$ cat config.mk
export PLATFORM = sky130hd
export DESIGN_NAME = alu_writeback
export DESIGN_NICKNAME = d
export VERILOG_FILES = /design/src/rtl/alu_writeback.sv
export SDC_FILE = /design/constraint.sdc
export NUM_CORES = 1
export LEC_CHECK = 0
export BUFFER_PORTS_ARGS = -buffer_cell sky130_fd_sc_hd__buf_2
export CAP_MARGIN = 20
export CORE_MARGIN = 4
export CORE_UTILIZATION = 35
export DETAILED_ROUTE_END_ITERATION = 6
export MAX_ROUTING_LAYER = met4
export SYNTH_ARGS = -nofsm -noshare
export SYNTH_HDL_FRONTEND = slang
export SYNTH_SLANG_ARGS = --single-unit
$ cat constraint.sdc
create_clock -name clk -period 2.3 [get_ports clk]
set_input_delay 0.115 -clock clk [delete_from_list [all_inputs] [get_ports clk]]
set_output_delay 0.115 -clock clk [all_outputs]
set_load 0.05 [all_outputs]
$ cat src/rtl/alu_writeback.sv
// alu_writeback
// Retire stage that sits directly after the ALU. It takes one result bundle
// at a time and writes it into a single-write-port register file. R always
// goes to dest, and when asked S goes to SREG_ADDR one cycle later. A faulting
// bundle writes nothing. Instead it latches PC and cause until the control
// unit clears them.
//
// Ports
//   clk, rst_n            clock (rising edge), asynchronous active-low reset
//   in_valid / in_ready   bundle handshake; accept = in_valid & in_ready
//   alu_r, alu_s          primary / secondary ALU results
//   alu_exc, alu_ctl      exception flag and control code of the operation
//   dest, wr_s, pc        R destination, write-S request, operation PC
//   rf_we/waddr/wdata     registered register-file write port
//   exc_flag/pc/cause     latched exception state
//   exc_clr               exception acknowledge from the control unit
//   retired               wrapping count of non-faulting bundles retired
module alu_writeback #(
    parameter int              DW        = 16,
    parameter int              AW        = 4,
    parameter logic [AW-1:0]   SREG_ADDR = 4'hF,
    parameter int              CW        = 4
) (
    input  logic          clk,
    input  logic          rst_n,
    input  logic          in_valid,
    output logic          in_ready,
    input  logic [DW-1:0] alu_r,
    input  logic [DW-1:0] alu_s,
    input  logic          alu_exc,
    input  logic [CW-1:0] alu_ctl,
    input  logic [AW-1:0] dest,
    input  logic          wr_s,
    input  logic [DW-1:0] pc,
    output logic          rf_we,
    output logic [AW-1:0] rf_waddr,
    output logic [DW-1:0] rf_wdata,
    output logic          exc_flag,
    output logic [DW-1:0] exc_pc,
    output logic [CW-1:0] exc_cause,
    input  logic          exc_clr,
    output logic [15:0]   retired
);

    typedef enum logic [1:0] {
        ST_IDLE = 2'd0,
        ST_WR_R = 2'd1,
        ST_WR_S = 2'd2,
        ST_EXC  = 2'd3
    } state_t;

    state_t        state_r, state_next_s;
    logic          rf_we_r, rf_we_next_s;
    logic [AW-1:0] rf_waddr_r, rf_waddr_next_s;
    logic [DW-1:0] rf_wdata_r, rf_wdata_next_s;
    logic          exc_flag_r, exc_flag_next_s;
    logic [DW-1:0] exc_pc_r, exc_pc_next_s;
    logic [CW-1:0] exc_cause_r, exc_cause_next_s;
    logic [15:0]   retired_r, retired_next_s;
    logic [DW-1:0] hold_s_r, hold_s_next_s;
    logic          hold_wr_s_r, hold_wr_s_next_s;
    logic          in_ready_s;
    logic          accept_s;

    // A new bundle is taken only when idle with no exception outstanding.
    assign in_ready_s = (state_r == ST_IDLE) && !exc_flag_r;
    assign accept_s   = in_valid && in_ready_s;

    // Next-state and next-output logic. The write-port registers are loaded
    // on the edge that enters each write state, so the write shows up during
    // that state's cycle.
    always_comb begin
        state_next_s     = state_r;
        rf_we_next_s     = 1'b0;
        rf_waddr_next_s  = rf_waddr_r;
        rf_wdata_next_s  = rf_wdata_r;
        exc_flag_next_s  = exc_flag_r;
        exc_pc_next_s    = exc_pc_r;
        exc_cause_next_s = exc_cause_r;
        retired_next_s   = retired_r;
        hold_s_next_s    = hold_s_r;
        hold_wr_s_next_s = hold_wr_s_r;
        case (state_r)
            ST_IDLE: begin
                if (accept_s) begin
                    if (alu_exc) begin
                        state_next_s     = ST_EXC;
                        exc_flag_next_s  = 1'b1;
                        exc_pc_next_s    = pc;
                        exc_cause_next_s = alu_ctl;
                    end else begin
                        state_next_s     = ST_WR_R;
                        // r0 is hardwired: the slot is spent but nothing is written
                        rf_we_next_s     = (dest != {AW{1'b0}});
                        rf_waddr_next_s  = dest;
                        rf_wdata_next_s  = alu_r;
                        hold_s_next_s    = alu_s;
                        hold_wr_s_next_s = wr_s;
                    end
                end else begin
                    state_next_s = ST_IDLE;
                end
            end
            ST_WR_R: begin
                if (hold_wr_s_r) begin
                    state_next_s    = ST_WR_S;
                    rf_we_next_s    = 1'b1;
                    rf_waddr_next_s = SREG_ADDR;
                    rf_wdata_next_s = hold_s_r;
                end else begin
                    state_next_s   = ST_IDLE;
                    retired_next_s = retired_r + 16'd1;
                end
            end
            ST_WR_S: begin
                state_next_s   = ST_IDLE;
                retired_next_s = retired_r + 16'd1;
            end
            ST_EXC: begin
                if (exc_clr) begin
                    state_next_s    = ST_IDLE;
                    exc_flag_next_s = 1'b0;
                end else begin
                    state_next_s = ST_EXC;
                end
            end
            default: begin
                state_next_s = ST_IDLE;
            end
        endcase
    end

    // State, output, and holding registers.
    always_ff @(posedge clk or negedge rst_n) begin
        if (!rst_n) begin
            state_r     <= ST_IDLE;
            rf_we_r     <= 1'b0;
            rf_waddr_r  <= {AW{1'b0}};
            rf_wdata_r  <= {DW{1'b0}};
            exc_flag_r  <= 1'b0;
            exc_pc_r    <= {DW{1'b0}};
            exc_cause_r <= {CW{1'b0}};
            retired_r   <= 16'd0;
            hold_s_r    <= {DW{1'b0}};
            hold_wr_s_r <= 1'b0;
        end else begin
            state_r     <= state_next_s;
            rf_we_r     <= rf_we_next_s;
            rf_waddr_r  <= rf_waddr_next_s;
            rf_wdata_r  <= rf_wdata_next_s;
            exc_flag_r  <= exc_flag_next_s;
            exc_pc_r    <= exc_pc_next_s;
            exc_cause_r <= exc_cause_next_s;
            retired_r   <= retired_next_s;
            hold_s_r    <= hold_s_next_s;
            hold_wr_s_r <= hold_wr_s_next_s;
        end
    end

    assign in_ready  = in_ready_s;
    assign rf_we     = rf_we_r;
    assign rf_waddr  = rf_waddr_r;
    assign rf_wdata  = rf_wdata_r;
    assign exc_flag  = exc_flag_r;
    assign exc_pc    = exc_pc_r;
    assign exc_cause = exc_cause_r;
    assign retired   = retired_r;

endmodule

# Word level (Yosys, flattened, before mapping)

Index checks and enable logic that the tools add are counted.

Flip-flop bits (word level): 77
Bits of input ports: 62
Output and inout port bits: 59
Logic and storage cells: 57

Muxes and demuxes: 23
Add/subtract/negate cells: 1
Reductions and logical operators: 13
Equality and inequality tests: 9
Bitwise operators: 1

Operators with widths:

| operator                                      | number |
|---|---|
| 2-to-1 mux 16 bit                             | 4 |
| one-hot mux 16 bit (2 select lines)           | 2 |
| adder 16 x 1 -> 16 bit, second input constant | 1 |
| 2-to-1 mux 4 bit                              | 3 |
| != test 2 bit, second input constant          | 6 |
| 2-to-1 mux 2 bit                              | 4 |
| one-hot mux 2 bit (4 select lines)            | 1 |
| one-hot mux 4 bit (2 select lines)            | 1 |
| AND reduction 4 bit                           | 2 |
| 2-to-1 mux 1 bit                              | 6 |
| AND reduction 3 bit                           | 2 |
| nonzero test 2 bit                            | 3 |
| == test 2 bit, second input constant          | 2 |
| one-hot mux 1 bit (2 select lines)            | 2 |
| nonzero test 4 bit                            | 1 |
| == test 2 x 1 -> 1 bit, second input constant | 1 |
| logical AND 1 bit                             | 2 |
| zero test 2 bit                               | 1 |
| AND reduction 2 bit                           | 1 |
| zero test 1 bit                               | 1 |
| NOT 1 bit                                     | 1 |

# Depth between registers and ports, before layout

Gate-level depths: netlist (run 1).

Depth after elaboration: 5
Mapped depth: 7

# Worst setup path before layout (run 1)

OpenSTA, ideal clock, no wires.

Path type: flip-flop to flip-flop
Start: register exc_flag_r (netlist: exc_flag)
End: register hold_s_r[10]
Required time: 2,175 ps
Clock period less this slack: 1,903 ps
Path buffers: 2
Arrival: 1,778 ps
Setup time: 125 ps
Setup slack: 397 ps
Cell stages (with the launch flop): 6
Path through: dfrtp_1 > nor4b_2 > nor2b_1 > buf_2 > buf_6 > mux2_2

Cells in the longest elaborated chain, start to end: 4

RTL lines:

| what                          | line | RTL |
|---|---|---|
| start: declaration            | 56   | `logic exc_flag_r, exc_flag_next_s;` |
| start signal: assignment      | 151  | `exc_flag_r <= exc_flag_next_s;` |
| zero test 1 bit               | 66   | `assign in_ready_s = (state_r == ST_IDLE) && !exc_flag_r;` |
| logical AND 1 bit             | 66   |  |
| logical AND 1 bit             | 67   | `assign accept_s = in_valid && in_ready_s;` |
| AND reduction 3 bit (no line) | -    |  |
| end signal: assignment        | 144  | `hold_s_r <= {DW{1'b0}};` |
| end signal: assignment        | 155  | `hold_s_r <= hold_s_next_s;` |
| end: declaration              | 60   | `logic [DW-1:0] hold_s_r, hold_s_next_s;` |

No other way between the ends.
A chain may end at the register's enable or synchronous reset.

# Final worst setup path (run 1)

Start: register state_r[1]
End: register hold_s_r[4]

Cells in the longest elaborated chain, start to end: 4

RTL lines:

| what                              | line   | RTL |
|---|---|---|
| start: declaration                | 52     | `state_t state_r, state_next_s;` |
| start signal: assignment          | 147    | `state_r <= state_next_s;` |
| zero test 2 bit (*)               | 66, 83 |  |
| logical AND 1 bit                 | 66     |  |
| logical AND 1 bit                 | 67     |  |
| AND reduction 3 bit (no line) (*) | -      |  |

Mark *: on every way between the ends. The rest lies on a longest branch, timed or not.

==> impl_metrics.yaml, run 1 <==
outcome:
  outcome: "completed"
synth:
  synthMuxAreaShare_pct: 18.2
  yosys_register_bits: 77
  avgSynthCellArea_um2: 12.8
  synthAdderAreaFrac_pct: 0.387
  synth_area_mm2: 0.00323
  synth.top_cell.area_share_pct: 59.6
  synth_compound_area_share_pct: 4.88
  dominantRegCellSynth: "dfrtp_1"
  ys_types: 32
  yosysWarnings: 0
  synth.area.top_cells: "dfrtp_1 60%, mux2_2 13%, mux2i_1 5.0%"
  yosysSeqAreaShare_pct: 59.6
  yosys.area_share.simple_pct: 10.6
  synth-edff-count: 0
  syn_nets: 315
  synth_xor_area_share_pct: 4.06
  async_flop_share_pct: 100
  yosysTopAreaCell: "dfrtp_1"
  syn_inst: 252
  synth_top_family_by_area: "multiplexers"
  synth_common_cells: "77 x dfrtp_1, 38 x mux2_2, 28 x nor2_1, 24 x a21oi_1, 16 x mux2i_1"
  synth.most_common_cell: "dfrtp_1"
global_route:
  grt_pass1_wl_mm: 13.3
  antenna_found_initial: 0
  grt.overflow.total: 0
  track_usage_pct: 15.4
  grt_max_degree: 78
  grt_pass1_vias: 2669
timing:
  min_period_ns: 1.87
  rsz0062_at_grt: "false"
  fin_tns_setup_ns: 0
  fmaxAchievable_mhz: 534
  worst_pin_slew_ns: 0.342
  min_period_over_period_pct: 81.4
  finalSetupViolCount: 0
  worst_clock_skew_ns: 0.00902
  hold_viol: 0
  whs_ns: 0.0575
  finalMaxSlewViolations: 0
  slew_headroom_pct: 76.9
cts:
  clk_path_buf_depth: 2
  cts_tree: "built"
  htree_levels: 3
  ctsResizeCount: 0
  clkTransAtPathRegs_ns: 0.09
  insertion_delay_ns: 0.34
  clock_sinks: 77
  cts-root-buf: "clkbuf_8"
  numCtsBuffers: 9
worst_setup_path:
  r2r_start: "state_r[1]"
  end_kind: "flop"
  rr_worst_depth: 4
  cp-start-kind: "flop"
  cp_cell_sequence: "nor4b_2, nor2b_2, buf_4, mux2_2"
  r2r-end: "hold_s_r[4]"
  crit_slowest_cell: "dfrtp_1"
  regToRegSetupSlack_ns: 0.43
  slowest_delay_ns: 0.50
  crit_arrival_ns: 2.10
  criticalPathCategory: "reg -> reg"
  critical_path_required_ns: 2.53
  crit_fanout: 18
drt:
  drc: 0
  drt-pass1-iter-count: 4
  wirelength_mm: 7.50
  wl_per_cell_um: 14.2
  detail_route.iter0.violations: 101
  num_vias: 2474
  vias_per_cell: 4.69
  ant_nets: 0
power:
  p_per_area_mw_per_mm2: 1370
  p_leak_nw: 2.23
  peakVddDrop_v: 0.000651
floorplan:
  num_rows: 34
  die_area_mm2: 0.0108
  ios: 121
  initial_core_util_pct: 36.5
  core_mm2: 0.00885
  die-height_um: 104
  die_w_um: 104
layout:
  fill_cells: 784
  drive_above_1_share_pct: 45.0
  area_growth_pct: 42.8
  nets: 478
  antennaDiodeCount: 0
placed_design:
  hpwl_mm: 5.00
  place_congestion: 0.723
  port_buffers: 120
worst_hold_path:
  hp-class: "in -> reg"
  hold_path.startpoint: "alu_r[3]"
  whs_endpoint: "rf_wdata[3]"
  holdPathStages: 3
job:
  timing.max_cap.violations: 0
==> metrics by stage <==
step / setup WS [ns] / std cells / area [um2] / power (W) / util, %
finish: 0.428 / 528 / 4620 / 0.00633 / 52.2
global route: 0.251 / 528 / 4620 / 0.00671 / 52.2
CTS: 0.419 / 527 / 4590 / 0.00640 / 51.9
detailed placement: 0.440 / 472 / 3950 / 0.00508 / 44.7
global placement: 0.484 / 472 / 3950 / 0.00503 / 44.7
floorplan: 0.397 / 252 / 3230 / 0.00437 / -
==> worst max-delay path by stage <==
stage	from	to	cells after the start
after global routing	state_r[1]	exc_pc[13]	4
after detailed placement	state_r[1]	exc_pc[8]	4
after global placement	state_r[1]	hold_s_r[7]	4
final	state_r[1]	hold_s_r[4]	4
after CTS	state_r[1]	hold_s_r[4]	4
after floorplan	exc_flag	hold_s_r[10]	5
==> critical path: cells and delay by family (launching register included) <==
kind	cells	cell delay (ns)
buffers and inverters	1	0.26
multiplexers	1	0.36
AND/OR/NAND/NOR	2	0.63
flip-flops	1	0.50
==> timing repair <==
item,4_1_cts,5_1_grt
setup buffers,0,0
hold endpoints to repair,115,0
hold buffers,39,0
==> metal layers <==
metal	up-vias	wire length, um	GRT usage [%]
met5	-	0	-
met4	0	109	5.41
met3	11	395	4.10
met2	88	3550	24.5
met1	1176	3440	19.1
li1	1199	-	-
==> sequential cells by signal, summed over array words and instances (netlist names) <==
| register | flops |
|---|---|
| exc_flag | 1 |
| exc_pc | 16 |
| rf_wdata | 16 |
| rf_waddr | 4 |
| hold_s_r | 16 |
| exc_cause | 4 |
| state_r | 2 |
| rf_we | 1 |
| retired | 16 |
| hold_wr_s_r | 1 |
==> final cells by class <==
cell class / instances / area, um2 / area share (%)
sequential: 77 / 1930 / 41.7
clock buffer: 9 / 124 / 2.68
tap: 108 / 135 / 2.93
inverter: 1 / 3.75 / 0.0813
clock inverter: 7 / 121 / 2.63
multi-input combinational: 162 / 1240 / 26.9
timing repair buffer: 164 / 1060 / 23.0
==> logic make-up (layout without fill, tap and decap cells) <==
kind of cell,after synthesis,in the layout
simple gates,63,63
xor+xnor,15,15
mux,54,54
flops,77,77
compound gates,29,29
fa+ha+maj,1,1
buf+inv,13,181
==> power breakdown <==
group | internal, W | switching, W | total (W)
registers | 0.00190 | 0.000326 | 0.00223
logic | 0.000846 | 0.00200 | 0.00285
clock network | 0.000729 | 0.000525 | 0.00125
total | 0.00348 | 0.00286 | 0.00633
==> placed cells by master (no fill, tap or decap), types with 2 or more instances in the layout <==
cell / count
nor2b_2: 2
clkbuf_8: 9
and3_1: 2
nand3_1: 5
bufinv_16: 3
inv_6: 2
nand2_1: 11
mux2_2: 38
dfrtp_1: 77
nor2_1: 28
nor3_2: 2
mux2i_1: 16
buf_4: 4
and4_1: 3
xor2_1: 10
nor2b_1: 2
xnor2_1: 5
buf_2: 119
dlygate4sd3_1: 39
a21oi_1: 23
Power figures use the tool's default switching activity.
==> run 2, diff against run 1 <==
Settings changed: ABC_AREA from default to 1.
Clock period 2.3 ns to 1.9 ns, I/O delays scaled along.
==> run 2 against run 1 <==
Global-route usage increased by 1.0 points; area after synthesis increased by 7.2%; clock-buffer cell count increased by 1; via count up 27%; wire length up 19%; worst setup slack got worse by 0.047 ns; sequential share of layout area fell by 1.6 points; largest power group unchanged.
==> impl_metrics.yaml, run 2 <==
outcome:
  outcome: "completed"
power:
  p_per_area_mw_per_mm2: 1600
  internal_power_w: 0.00385
  swShare_pct: 49.9
  clock_power_share_pct: 16.7
  p_switching_w: 0.00383
  p_comb_share_pct: 48.4
  peakVddDrop_v: 0.000763
  p_leak_nw: 2.60
  seq_power_share_pct: 35.0
layout:
  layout_common_cells: "188 x nand2_1, 119 x buf_2, 77 x dfrtp_1, 38 x inv_1, 38 x dlygate4sd3_1"
  fin_area_mm2: 0.00480
  antennaDiodeCount: 0
  drive_above_1_share_pct: 26.8
  area_growth_pct: 38.3
  layout_commonest_cell: "nand2_1"
  nets: 640
cts:
  insertion_delay_ns: 0.34
  numCtsBuffers: 9
  clk_path_buf_depth: 2
  htree_levels: 3
  ctsResizeCount: 0
  cts_tree: "built"
  clock_sinks: 77
  cts.hold.buffers_added: 38
  post_cts_buffers: 0
  clkTransAtPathRegs_ns: 0.08
  cts-root-buf: "clkbuf_8"
placed_design:
  port_buffers: 120
  place_area_mm2: 0.00421
  hpwl_mm: 6.15
  place_congestion: 0.815
synth:
  synth.most_common_cell: "nand2_1"
  avgSynthCellArea_um2: 8.31
  synth.top_cell.area_share_pct: 55.6
  dominantRegCellSynth: "dfrtp_1"
  yosysSeqAreaShare_pct: 55.6
  syn_inst: 417
  yosysTopAreaCell: "dfrtp_1"
  synth-edff-count: 0
  async_flop_share_pct: 100
  synth.area.top_cells: "dfrtp_1 56%, nand2_1 20%, o21ai_0 4.3%"
  syn_nets: 480
  yosysWarnings: 0
  synth_common_cells: "188 x nand2_1, 77 x dfrtp_1, 38 x inv_1, 30 x o21ai_0, 18 x nor2_1"
  yosys_register_bits: 77
  ys_types: 23
  synth_area_mm2: 0.00347
floorplan:
  die_w_um: 108
  initial_core_util_pct: 35.6
  die-height_um: 108
  core_mm2: 0.00973
  num_rows: 36
  ios: 121
  die_area_mm2: 0.0116
worst_hold_path:
  hold_path.startpoint: "dest[2]"
  whs_endpoint: "rf_waddr[2]"
  hp-class: "in -> reg"
  holdPathStages: 3
drt:
  ant_nets: 0
  wl_per_cell_um: 12.5
  num_vias: 3138
  wirelength_mm: 8.96
  drt-pass1-iter-count: 6
  detail_route.iter0.violations: 135
  drc: 0
  vias_per_cell: 4.39
timing:
  min_period_ns: 1.52
  worst_pin_slew_ns: 0.452
  fin_tns_setup_ns: 0
  hold_viol: 0
  finalSetupViolCount: 0
  fmaxAchievable_mhz: 659
  worst_clock_skew_ns: 0.0119
  slew_headroom_pct: 69.9
  rsz0062_at_grt: "false"
  whs_ns: 0.0471
  min_period_over_period_pct: 79.9
  finalMaxSlewViolations: 0
worst_setup_path:
  crit_arrival_ns: 1.79
  criticalPathCategory: "reg -> reg"
  rr_worst_depth: 7
  critical_path_required_ns: 2.17
  cp-start-kind: "flop"
  crit_fanout: 25
  end_kind: "flop"
  r2r_start: "state_r[1]"
  r2r-end: "rf_wdata[14]"
  regToRegSetupSlack_ns: 0.38
global_route:
  antenna_found_initial: 0
  track_usage_pct: 16.5
  grt.overflow.total: 0
  grt_pass1_vias: 3161
  grt_pass1_wl_mm: 14.7
  grt_max_degree: 45
job:
  timing.max_cap.violations: 0
## run 2: worst max-delay path by stage
stage                          start      endpoint  slack (ns)  cells past startpoint
after floorplan             exc_flag  exc_cause[1]        0.24                      7
after global placement    state_r[1]   rf_wdata[4]        0.44                      9
after detailed placement  state_r[1]   rf_wdata[7]        0.37                      9
after CTS                 state_r[1]  rf_wdata[14]        0.36                      7
after global routing      state_r[1]  rf_wdata[14]        0.20                      7
final                     state_r[1]  rf_wdata[14]        0.38                      7
## run 2: layer usage
| layer | part of all wire (%) | vias to the layer above | global-route usage, % |
|---|---|---|---|
| li1 | - | 1592 | - |
| met1 | 43 | 1455 | 20.1 |
| met2 | 50 | 73 | 27.1 |
| met3 | 3.9 | 18 | 2.70 |
| met4 | 2.7 | 0 | 7.03 |
| met5 | 0 | - | - |
## run 2: critical path, cell delays in order (launching register included)
cell     delay, ns
dfrtp_1       0.47
nor2_4        0.21
nand2_1       0.13
o21ai_2       0.10
nand2_4       0.20
inv_4         0.21
nand2_1       0.07
nand2_1       0.06
## run 2: logic make-up (layout without fill, tap and decap cells)
group	after synthesis	in the layout	share of synthesized area (%)
buf+inv	55	220	7.00
simple gates	235	235	28.8
fa+ha+maj	1	1	0.361
compound gates	39	39	5.74
flops	77	77	55.6
xor+xnor	10	10	2.53
## run 2: power groups by stage
stage               combinational [W]  sequential [W]  clock, W
floorplan                     0.00120         0.00430         0
global route                  0.00402         0.00277   0.00140
finish                        0.00372         0.00269   0.00128
CTS                           0.00376         0.00269   0.00133
detailed placement            0.00369         0.00272         0
global placement              0.00364         0.00270         0
## run 2: final cells by class
type	count	area, um2
fill	1016	4930
tap	133	166
timing repair buffer	162	1040
sequential	77	1930
inverter	42	160
clock buffer	10	138
multi-input combinational	285	1300
clock inverter	6	68.8
## run 2: through the flow
stage,total power (W),worst slack [ns],utilization (%),std cells
6_report,0.00768,0.381,49.3,715
3_3_place_gp,0.00634,0.440,43.3,661
4_1_cts,0.00778,0.364,49.3,715
2_1_floorplan,0.00549,0.237,-,417
5_1_grt,0.00819,0.200,49.3,715
3_5_place_dp,0.00641,0.374,43.3,661
==> run 3, diff against run 2 <==
Settings changed: ABC_AREA 1 to 0.
Clock period 1.9 ns to 1.3 ns, I/O delays scaled along.
==> run 3 against run 2 <==
The run now ends with setup timing left; largest power group unchanged; global-route usage shrank 0.99 points; clock skew is essentially flat; clock-buffer cell count is the same; sequential power grew 51%; hold slack lost 0.030 ns; critical path depth shrank 3; die area shrank 6.3%; critical endpoint is now retired[12]; register-to-register slack lost 0.76 ns.
==> impl_metrics.yaml, run 3 (synthesized netlist as in run 1, its figures left out) <==
timing:
  whs_ns: 0.0175
  worst_slack_ns: -0.376
  rsz0062_at_grt: "true"
  hold_viol: 0
  fmaxAchievable_mhz: 597
  slew_headroom_pct: 72.2
  finalSetupViolCount: 76
  worst_pin_slew_ns: 0.417
  worst_clock_skew_ns: 0.0119
  min_period_ns: 1.68
  min_period_over_period_pct: 129
  finalMaxSlewViolations: 0
job:
  timing.max_cap.violations: 0
cts:
  numCtsBuffers: 9
  cts_tree: "built"
  cts-root-buf: "clkbuf_8"
  clock_sinks: 77
  insertion_delay_ns: 0.34
  clk_path_buf_depth: 2
  htree_levels: 3
  clkTransAtPathRegs_ns: 0.09
layout:
  seqCellArea_mm2: 0.00193
  antennaDiodeCount: 0
  layout_common_cells: "118 x buf_2, 72 x dfrtp_1, 41 x dlygate4sd3_1, 25 x mux2_2, 19 x buf_4"
  fill_cells: 736
  nets: 511
  area_growth_pct: 61.9
  drive_above_1_share_pct: 58.7
  layout_commonest_cell: "buf_2"
  multiInputGateArea_mm2: 0.00154
global_route:
  grt.overflow.total: 0
  grt_pass1_vias: 2701
  antenna_found_initial: 0
  grt_pass1_wl_mm: 13.3
  track_usage_pct: 15.5
  grt_max_degree: 78
power:
  power_w: 0.0119
  p_per_area_mw_per_mm2: 2270
  p_leak_nw: 2.50
  peakVddDrop_v: 0.00164
drt:
  wl_per_cell_um: 14.8
  num_vias: 2650
  drt-pass1-iter-count: 4
  vias_per_cell: 4.72
  wirelength_mm: 8.30
  drc: 0
  ant_nets: 0
  detail_route.iter0.violations: 63
worst_setup_path:
  criticalPathCategory: "reg -> reg"
  end_kind: "flop"
  crit_arrival_ns: 1.94
  slowest_delay_ns: 0.45
  cp-start-kind: "flop"
  r2r-end: "retired[12]"
  critical_path_required_ns: 1.56
  rr_worst_depth: 4
  regToRegSetupSlack_ns: -0.38
  crit_fanout: 7
  cp_cell_sequence: "or3b_4, a211o_4, nor3b_2, xor2_1"
  r2r_start: "state_r[1]"
  crit_slowest_cell: "dfrtp_2"
outcome:
  outcome: "complete, but fails checks"
  violations: "setup timing"
floorplan:
  die-height_um: 104
  num_rows: 34
  ios: 121
  die_w_um: 104
  core_mm2: 0.00885
  initial_core_util_pct: 36.5
  die_area_mm2: 0.0108
worst_hold_path:
  hold_path.startpoint: "alu_r[7]"
  holdPathStages: 3
  hp-class: "in -> reg"
  whs_endpoint: "rf_wdata[7]"
placed_design:
  port_buffers: 120
  hpwl_mm: 5.36
  place_congestion: 0.736
[run 3: changes by cell type in the layout (fill, tap and decap cells not counted), sizes merged, moves of 3 or more]
cell / before / now
o21ai: 39 / 1
xnor2: 2 / 5
nand2: 192 / 11
a21oi: 0 / 24
buf: 124 / 154
mux2i: 0 / 16
mux2: 0 / 38
inv: 45 / 1
nor2b: 0 / 4
and4: 0 / 3
nor2: 24 / 28
dlygate4sd3: 38 / 41
nand3: 12 / 5
[run 3: metal layers]
metal	track usage, %	part of all wire [%]
met3	3.60	4.8
met2	24.6	48
met5	-	0
met1	19.0	45
met4	6.74	1.9
[run 3: final cells by class]
class,count,area share (%)
Timing Repair Buffer,197,27.3
Sequential cell,77,36.9
Clock inverter,6,1.20
Clock buffer,10,2.63
Tap cell,108,2.58
Inverter,1,0.0717
Multi-Input combinational cell,162,29.3
[run 3: worst max-delay path by stage]
stage / from / to / cells after the start
final: state_r[1] / retired[12] / 4
after global routing: state_r[0] / rf_waddr[2] / 6
after CTS: state_r[0] / rf_waddr[3] / 5
after detailed placement: state_r[0] / retired[12] / 4
after global placement: state_r[0] / retired[12] / 4
after floorplan: exc_flag / hold_s_r[10] / 5
[run 3: metrics by stage]
step	instances	area (um2)	setup TNS [ns]	utilization (%)	setup slack, ns
2_1_floorplan	252	3330	-20.48	-	-0.411
3_3_place_gp	496	4230	-21.34	47.8	-0.372
3_5_place_dp	496	4230	-24.17	47.8	-0.424
4_1_cts	555	4930	-20.91	55.7	-0.389
5_1_grt	561	5240	-25.37	59.2	-0.437
6_report	561	5240	-20.31	59.2	-0.376
[run 3: critical path: cells and delay by family, from the launching register on]
kind	cells	cell delay (ns)
AND/OR/NAND/NOR	2	0.59
flip-flops	1	0.45
AO/OA/AOI/OAI	1	0.40
XOR/XNOR	1	0.16
[run 3: repair_timing]
| item | 4_1_cts | 5_1_grt |
|---|---|---|
| hold buffers | 41 | 0 |
| hold endpoints to repair | 117 | 0 |
| resized for setup | 20 | 62 |
| endpoints found under the setup margin | 76 | 77 |
| pin swaps | 12 | 8 |
| buffers inserted | 1 | 4 |
| gates cloned | 1 | 2 |
[run 3: power breakdown]
group	total (W)	switching, W	internal [W]
sequential	0.00406	0.000674	0.00338
combinational	0.00604	0.00389	0.00215
clock	0.00181	0.000882	0.000932
total	0.0119	0.00544	0.00646
